## src/rtl/long_mul_add_u16_by_u8.sv

```systemverilog
// Sequential radix-16 multiply-add: out_data = in_a * in_b + in_c (u16 x u8 + u8 -> u24).
// Optional zero-operand shortcut enabled by defining SNOW64_LONG_MUL_ADD_ZERO_SKIP_EN.
module long_mul_add_u16_by_u8 (
  input  logic        clk,
  input  logic        rst,
  input  logic        in_start,
  input  logic [15:0] in_a,
  input  logic [7:0]  in_b,
  input  logic [7:0]  in_c,
  output logic        out_data_valid,
  output logic        out_can_accept_cmd,
  output logic [23:0] out_data
);

  typedef enum logic [1:0] {
    StIdle,
    StStarting,
    StWorking
  } state_t;

  state_t      state_q, state_d;
  logic [15:0] a_q, a_d;
  logic [7:0]  b_q, b_d;
  logic [7:0]  c_q, c_d;
  logic [11:0] mult_q [16];
  logic [11:0] mult_d [16];
  logic [23:0] acc_q, acc_d;
  logic [1:0]  i_q, i_d;
  logic [23:0] data_q, data_d;
  logic        valid_q, valid_d;
  logic        can_q, can_d;

  logic [3:0]  nib;
  logic [23:0] acc_step;

  always_comb begin
    nib = 4'h0;
    case (i_q)
      2'd3:    nib = a_q[15:12];
      2'd2:    nib = a_q[11:8];
      2'd1:    nib = a_q[7:4];
      default: nib = a_q[3:0];
    endcase
  end

  // Shift-in of the next nibble partial product; acc never exceeds 24 bits.
  assign acc_step = {acc_q[19:0], 4'h0} + {12'h000, mult_q[nib]};

  always_comb begin
    state_d = state_q;
    a_d     = a_q;
    b_d     = b_q;
    c_d     = c_q;
    mult_d  = mult_q;
    acc_d   = acc_q;
    i_d     = i_q;
    data_d  = data_q;
    valid_d = valid_q;
    can_d   = can_q;

    case (state_q)
      StIdle: begin
        if (in_start) begin
`ifdef SNOW64_LONG_MUL_ADD_ZERO_SKIP_EN
          if ((in_a == 16'h0000) || (in_b == 8'h00)) begin
            data_d  = {16'h0000, in_c};
            valid_d = 1'b1;
          end else begin
            a_d     = in_a;
            b_d     = in_b;
            c_d     = in_c;
            valid_d = 1'b0;
            can_d   = 1'b0;
            state_d = StStarting;
          end
`else
          a_d     = in_a;
          b_d     = in_b;
          c_d     = in_c;
          valid_d = 1'b0;
          can_d   = 1'b0;
          state_d = StStarting;
`endif
        end
      end

      StStarting: begin
        for (int unsigned k = 0; k < 16; k++) begin
          mult_d[k] = 12'(b_q) * 12'(k);
        end
        acc_d   = '0;
        i_d     = 2'd3;
        state_d = StWorking;
      end

      StWorking: begin
        acc_d = acc_step;
        i_d   = i_q - 2'd1;
        if (i_q == 2'd0) begin
          data_d  = acc_step + {16'h0000, c_q};
          valid_d = 1'b1;
          can_d   = 1'b1;
          state_d = StIdle;
        end
      end

      default: begin
        state_d = StIdle;
        can_d   = 1'b1;
      end
    endcase
  end

  always_ff @(posedge clk or posedge rst) begin
    if (rst) begin
      state_q <= StIdle;
      a_q     <= '0;
      b_q     <= '0;
      c_q     <= '0;
      for (int unsigned k = 0; k < 16; k++) begin
        mult_q[k] <= '0;
      end
      acc_q   <= '0;
      i_q     <= '0;
      data_q  <= '0;
      valid_q <= 1'b0;
      can_q   <= 1'b1;
    end else begin
      state_q <= state_d;
      a_q     <= a_d;
      b_q     <= b_d;
      c_q     <= c_d;
      mult_q  <= mult_d;
      acc_q   <= acc_d;
      i_q     <= i_d;
      data_q  <= data_d;
      valid_q <= valid_d;
      can_q   <= can_d;
    end
  end

  assign out_data           = data_q;
  assign out_data_valid     = valid_q;
  assign out_can_accept_cmd = can_q;

endmodule

```

## config.mk

```make
export PLATFORM = sky130hd
export DESIGN_NAME = long_mul_add_u16_by_u8
export DESIGN_NICKNAME = d
export VERILOG_FILES = /design/src/rtl/long_mul_add_u16_by_u8.sv
export SDC_FILE = /design/constraint.sdc
export NUM_CORES = 1
export LEC_CHECK = 0
export BUFFER_PORTS_ARGS = -buffer_cell sky130_fd_sc_hd__buf_4
export CORE_ASPECT_RATIO = 0.5
export CORE_UTILIZATION = 25
export DETAILED_ROUTE_END_ITERATION = 6
export GPL_ROUTABILITY_DRIVEN = 0
export PLACE_DENSITY_LB_ADDON = 0.05
export SLEW_MARGIN = 5
export SYNTH_ARGS = -nofsm -noshare
export SYNTH_HDL_FRONTEND = slang
export SYNTH_SLANG_ARGS = --single-unit
```

## constraint.sdc

```tcl
create_clock -name clk -period 8 [get_ports clk]
set_input_delay 1.6 -clock clk [delete_from_list [all_inputs] [get_ports clk]]
set_output_delay 1.6 -clock clk [all_outputs]
set_load 0.02 [all_outputs]
```

==> flow_metrics.tcl, run 1 <==
set metrics [dict create \
    outcome "complete, no violations" \
    fp.dieArea_um2 46000 \
    synthDominantCellAreaShare_pct 33.7 \
    r2r_cells 17 \
    tritoncts "yes" \
    r2r-end "out_data[20]" \
    non_filler_instance_count_after_layout 1736 \
    drive_above_1_share_pct 20.9 \
    skew_ns 0.0187 \
    clock_tree.htree_level_count 4 \
    placed_cells 1704 \
    post_synth_inst_count 1081 \
    grt_setup_unrepaired "false" \
    floorplan.io_pins 61 \
    hold_path.class "flop to flop" \
    fp.coreArea_um2 44100 \
    cp_data_required_time_ns 8.34 \
    fin_setup_tns_ns 0 \
    place.port_buffers 60 \
    wirelength_mm 34.2 \
    post_cts_resize_count 0 \
    top_fanout_value_on_the_critical_path 29 \
    cts.sinks 153 \
    route.antenna.remaining_nets 0 \
    grt_remaining_overflow 0 \
    die_height_um 152 \
    worst_hold_path.endpoint "out_data[19]" \
    drv_cap 0 \
    buffer_cell_driving_the_clock_tree_root "sky130_fd_sc_hd__clkbuf_16" \
    timing.hold.worst.start "out_data[19]" \
    place_hpwl_mm 25.5 \
    synth_seq_cells 153 \
    cts_buffer_count 17 \
    cts_hold_buf 0 \
    fp-row-count 54 \
    report.final.hold_viol_count 0 \
    gr-usage-all-layers_pct 15.5 \
    fin_crit_ns 6.09 \
    maximum_number_of_pins_on_one_net_before_global_route_repair 95 \
    synth_common_cells "sky130_fd_sc_hd__dfrtp_1 (152), sky130_fd_sc_hd__inv_1 (104), sky130_fd_sc_hd__ha_1 (94), sky130_fd_sc_hd__mux2_2 (91), sky130_fd_sc_hd__nand2_1 (63)" \
    first_global_vias 8636 \
    postSynthNetCount 1246 \
    clk_latency_ns 0.46 \
    nNetsFinal 1300 \
    tightestPinTransition_ns 1.07 \
    drt_pre_antenna_iters 5 \
    finalCritPeriodShare_pct 76.1 \
    avgViaCountPerCell 4.79 \
    synth_enable_flop_cells 0 \
    synth.top_cells.by_area "sky130_fd_sc_hd__dfrtp_1 (34%), sky130_fd_sc_hd__ha_1 (10%), sky130_fd_sc_hd__mux2_2 (9.1%), sky130_fd_sc_hd__fa_1 (6.4%), sky130_fd_sc_hd__xnor2_1 (4.0%)" \
    max_freq_mhz 164 \
    layout-area-overhead-vs-synth_pct 15.4 \
    post_synth_num_cell_types 78 \
    clk_pin_slew_worst_paths_ns 0.07 \
    maxSlewViolCount 0 \
    grt_first_pass_wirelength_mm 53.4 \
    num_vias 8311 \
    synth.cell_area_um2 11300 \
    initial_core_util_pct 25.6 \
    reg2reg_from "i_q[0]" \
    wl_per_cell_um 19.7 \
    die_w_um 302 \
    post-synth-top-count-cell "sky130_fd_sc_hd__dfrtp_1" \
    ys_async_sr_fraction_pct 100 \
    worst_slew_margin_pct 28.6 \
    critical_path_arrival_ns 6.43 \
    hold-path-cell-count 2 \
    synth_sequential_area_ratio_pct 34.0 \
    critical_path.startpoint_type "flop" \
    cp-end-kind "flop" \
    number_of_antenna_violations_at_the_first_check_in_global_routing 0 \
    final-setup-viol-count 0 \
    synth-main-ff-cell "sky130_fd_sc_hd__dfrtp_1" \
    number_of_design_rule_violations_left_after_detail_routing 0 \
    ctsLongestPathBuffers 2 \
    synthesis.area_per_instance_um2 10.4 \
    ys.warnings.count 0 \
    crit_type "flop to flop" \
    post_cts.repair.setup_buffers 0 \
    first_iter_violations 616 \
    synth_top_area_cell "sky130_fd_sc_hd__dfrtp_1" \
    r2r_slack_ns 1.91 \
    antenna-diode-count 0 \
    final_util_pct 29.5 \
]
## cell type report
type	instances	area, um^2
clock buffer	19	443
clock inverter	13	133
fill	4603	31000
inverter	105	399
multi-input combinational	782	6900
sequential	153	3830
tap	588	736
timing repair buffer	76	571
## stage by stage
step                worst slack [ns]  hold slack [ns]  area, um^2
floorplan                       2.28            0.447       11300
global placement                1.99            0.467       12400
detailed placement              1.85            0.474       12400
CTS                             1.82            0.492       13000
global route                    1.41            0.529       13000
finish                          1.91            0.481       13000
## registers in the layout, indices dropped and copies added (netlist names)
signal / count
mult_q: 71
out_data: 24
acc_q: 20
a_q: 16
b_q: 8
c_q: 8
i_q: 2
state_q: 2
out_can_accept_cmd: 1
out_data_valid: 1
## layer usage
metal  GRT usage, %  share of wire [%]  routed length [um]  up-vias
met3           3.04                2.3                 790       24
met5              0                  0                   0        -
met2           24.7                 47               16100       89
met1           21.7                 50               17000     4190
li1               -                  -                   -     4008
met4           3.34                1.1                 361        0
## worst max-delay path by stage
stage,slack [ns],to,start
after floorplan,2.28,a_q[0],rst
after global placement,1.99,out_data[20],i_q[0]
after detailed placement,1.85,out_data[20],i_q[0]
after CTS,1.82,out_data[20],i_q[0]
after global routing,1.41,out_data[20],i_q[1]
final,1.91,out_data[20],i_q[0]
## critical path, cell delays in order, from the launching register on
cell                       delay (ns)
sky130_fd_sc_hd__dfrtp_1         0.42
sky130_fd_sc_hd__inv_1           0.10
sky130_fd_sc_hd__ha_1            0.25
sky130_fd_sc_hd__inv_1           0.19
sky130_fd_sc_hd__a21oi_4         0.87
sky130_fd_sc_hd__buf_4           0.42
sky130_fd_sc_hd__mux2_2          0.38
sky130_fd_sc_hd__a221o_1         0.30
sky130_fd_sc_hd__o311ai_0        0.10
sky130_fd_sc_hd__o21ai_0         0.28
sky130_fd_sc_hd__ha_1            0.41
sky130_fd_sc_hd__o21ai_0         0.10
sky130_fd_sc_hd__a31o_2          0.29
sky130_fd_sc_hd__a221oi_1        0.51
sky130_fd_sc_hd__and4b_1         0.45
sky130_fd_sc_hd__nand4_4         0.20
sky130_fd_sc_hd__o311a_1         0.41
sky130_fd_sc_hd__a221o_1         0.25
## cell families after synthesis
group,Yosys count,synth area share (%)
compound gates,253,15.6
simple gates,208,9.35
flops,153,34.0
buf+inv,146,5.11
mux,132,14.5
fa+ha+maj,130,16.8
xor+xnor,59,4.58
## cells in the final DEF, fill, tap and decap left out, types with 6 or more instances in the layout
master and instances:
sky130_fd_sc_hd__dfrtp_1 152, sky130_fd_sc_hd__inv_1 103, sky130_fd_sc_hd__ha_1 93, sky130_fd_sc_hd__mux2_2 91, sky130_fd_sc_hd__buf_4 76, sky130_fd_sc_hd__nand2_1 63, sky130_fd_sc_hd__nor2_1 56, sky130_fd_sc_hd__xnor2_1 51
sky130_fd_sc_hd__o21ai_0 50, sky130_fd_sc_hd__a21oi_1 48, sky130_fd_sc_hd__fa_1 36, sky130_fd_sc_hd__mux2i_1 24, sky130_fd_sc_hd__nand3_1 24, sky130_fd_sc_hd__a21o_1 18, sky130_fd_sc_hd__clkbuf_16 17, sky130_fd_sc_hd__mux4_2 16
sky130_fd_sc_hd__o21bai_1 13, sky130_fd_sc_hd__o211ai_1 12, sky130_fd_sc_hd__o31ai_1 11, sky130_fd_sc_hd__o22ai_1 10, sky130_fd_sc_hd__nor2b_1 9, sky130_fd_sc_hd__nor3_1 9, sky130_fd_sc_hd__a211oi_1 8, sky130_fd_sc_hd__o21a_1 8
sky130_fd_sc_hd__xor2_1 8, sky130_fd_sc_hd__and3_1 7, sky130_fd_sc_hd__a31o_2 7, sky130_fd_sc_hd__a221o_1 7, sky130_fd_sc_hd__o311ai_0 6, sky130_fd_sc_hd__inv_6 6, sky130_fd_sc_hd__or4_1 6
Power of run 1 is not shown: default switching activity piles up to over one toggle a cycle in this logic, so the estimate is an artifact.
==> inputs of run 2 (changes only) <==
==> constraint.sdc (replaced) <==
create_clock -name clk -period 5.4 [get_ports clk]
set_input_delay 1.08 -clock clk [delete_from_list [all_inputs] [get_ports clk]]
set_output_delay 1.08 -clock clk [all_outputs]
set_load 0.02 [all_outputs]
==> flow_metrics.tcl, run 2 (same netlist as run 1, synthesis figures left out) <==
set metrics [dict create \
    skew_ns 0.0185 \
    fin_setup_tns_ns 0 \
    fp-row-count 54 \
    num_vias 8379 \
    drive_above_1_share_pct 23.4 \
    outcome "complete, no violations" \
    cts_buffer_count 17 \
    hold_path.class "flop to flop" \
    tritoncts "yes" \
    buffer_cell_driving_the_clock_tree_root "sky130_fd_sc_hd__clkbuf_16" \
    place_hpwl_mm 26.7 \
    grt_remaining_overflow 0 \
    cp_data_required_time_ns 5.74 \
    grt_setup_unrepaired "false" \
    crit_type "flop to flop" \
    place.port_buffers 60 \
    reg2reg_from "i_q[1]" \
    wirelength_mm 34.8 \
    avgViaCountPerCell 4.76 \
    r2r_cells 18 \
    nNetsFinal 1325 \
    maximum_number_of_pins_on_one_net_before_global_route_repair 82 \
    layout-area-overhead-vs-synth_pct 17.6 \
    die_w_um 302 \
    clk_latency_ns 0.45 \
    initial_core_util_pct 25.6 \
    number_of_antenna_violations_at_the_first_check_in_global_routing 1 \
    worst_slew_margin_pct 46.6 \
    report.final.hold_viol_count 0 \
    clock_tree.htree_level_count 4 \
    final-setup-viol-count 0 \
    fp.coreArea_um2 44100 \
    fin_crit_ns 5.08 \
    maxSlewViolCount 0 \
    number_of_design_rule_violations_left_after_detail_routing 0 \
    drt_pre_antenna_iters 5 \
    finalCritPeriodShare_pct 94.1 \
    top_fanout_value_on_the_critical_path 19 \
    max_reg_flops 71 \
    critical_path.startpoint_type "flop" \
    die_height_um 152 \
    whs_ns 0.482 \
    critical_path_arrival_ns 5.42 \
    crit_start "i_q[1]" \
    cts.sinks 153 \
    gr-usage-all-layers_pct 15.6 \
    first_iter_violations 448 \
    fp.dieArea_um2 46000 \
    floorplan.io_pins 61 \
    r2r-end "out_data[20]" \
    ctsLongestPathBuffers 2 \
    cp-end-kind "flop" \
    regMostFlops "mult_q" \
    grt_first_pass_wirelength_mm 53.6 \
    worst_setup_path_endpoint "out_data[20]" \
    route.antenna.remaining_nets 0 \
    max_freq_mhz 197 \
    final_cell_mix "sky130_fd_sc_hd__dfrtp_1 (152), sky130_fd_sc_hd__inv_1 (102), sky130_fd_sc_hd__buf_4 (99), sky130_fd_sc_hd__ha_1 (92), sky130_fd_sc_hd__mux2_2 (90)" \
    drv_cap 0 \
    first_global_vias 8478 \
    clk_pin_slew_worst_paths_ns 0.07 \
    tightestPinTransition_ns 0.801 \
    wl_per_cell_um 19.8 \
    layout.cells.most_common "sky130_fd_sc_hd__dfrtp_1" \
    r2r_slack_ns 0.32 \
]
==> run 2: how the worst min path moves through the flow <==
stage | start | endpoint | slack (ns) | cells after the start
after floorplan | mult_q[54] | mult_q[54] | 0.45 | 2
final | out_data[21] | out_data[21] | 0.48 | 2
after global placement | out_data[0] | out_data[0] | 0.46 | 2
after CTS | out_data[21] | out_data[21] | 0.49 | 2
after detailed placement | out_data[21] | out_data[21] | 0.47 | 2
after global routing | out_data[21] | out_data[21] | 0.50 | 2
==> run 2: timing repair <==
item / in CTS / in global routing
hold buffers: 0 / 0
endpoints found under the setup margin: 0 / 9
setup buffers: 0 / 7
resized for setup: 0 / 12
==> run 2: per-layer routing <==
layer  global-route usage, %  vias up  part of all wire [%]
met5                       0        -                     0
met4                    3.10        0                  0.96
met3                    2.92       18                   2.3
met2                    23.8       79                    45
met1                    22.7     4225                    52
li1                        -     4057                     -
==> run 2: metrics by stage <==
stage | cells | worst slack (ns) | cell area (um^2) | utilization (%)
after floorplan | 1081 | 0.196 | 11300 | -
after global placement | 1722 | 0.197 | 12600 | 28.6
after detailed placement | 1722 | 0.135 | 12600 | 28.6
after CTS | 1754 | 0.125 | 13200 | 29.9
after global routing | 1761 | 0.0154 | 13300 | 30.1
final | 1762 | 0.320 | 13300 | 30.1
==> run 2: critical path, cell delays in order (launching register included) <==
cell and delay, ns:
sky130_fd_sc_hd__dfrtp_1 0.39, sky130_fd_sc_hd__inv_1 0.08, sky130_fd_sc_hd__ha_1 0.23, sky130_fd_sc_hd__a222oi_1 0.51, sky130_fd_sc_hd__a21oi_4 0.17, sky130_fd_sc_hd__buf_4 0.19
sky130_fd_sc_hd__buf_12 0.15, sky130_fd_sc_hd__mux4_2 0.23, sky130_fd_sc_hd__nor2_1 0.04, sky130_fd_sc_hd__o32ai_1 0.50, sky130_fd_sc_hd__ha_1 0.40, sky130_fd_sc_hd__a211o_1 0.33
sky130_fd_sc_hd__a21boi_1 0.24, sky130_fd_sc_hd__a211oi_1 0.15, sky130_fd_sc_hd__a2111oi_4 0.33, sky130_fd_sc_hd__buf_4 0.19, sky130_fd_sc_hd__nand4_4 0.16, sky130_fd_sc_hd__o311a_1 0.39
sky130_fd_sc_hd__a221o_1 0.26
==> run 2: final cells by class <==
class	count	area, um^2
fill	4543	30800
multi-input combinational	782	6940
sequential	153	3830
timing repair buffer	101	783
tap	588	736
clock buffer	19	443
inverter	105	399
clock inverter	13	124
antenna	1	2.50
Power of run 2 is left out for the same reason.
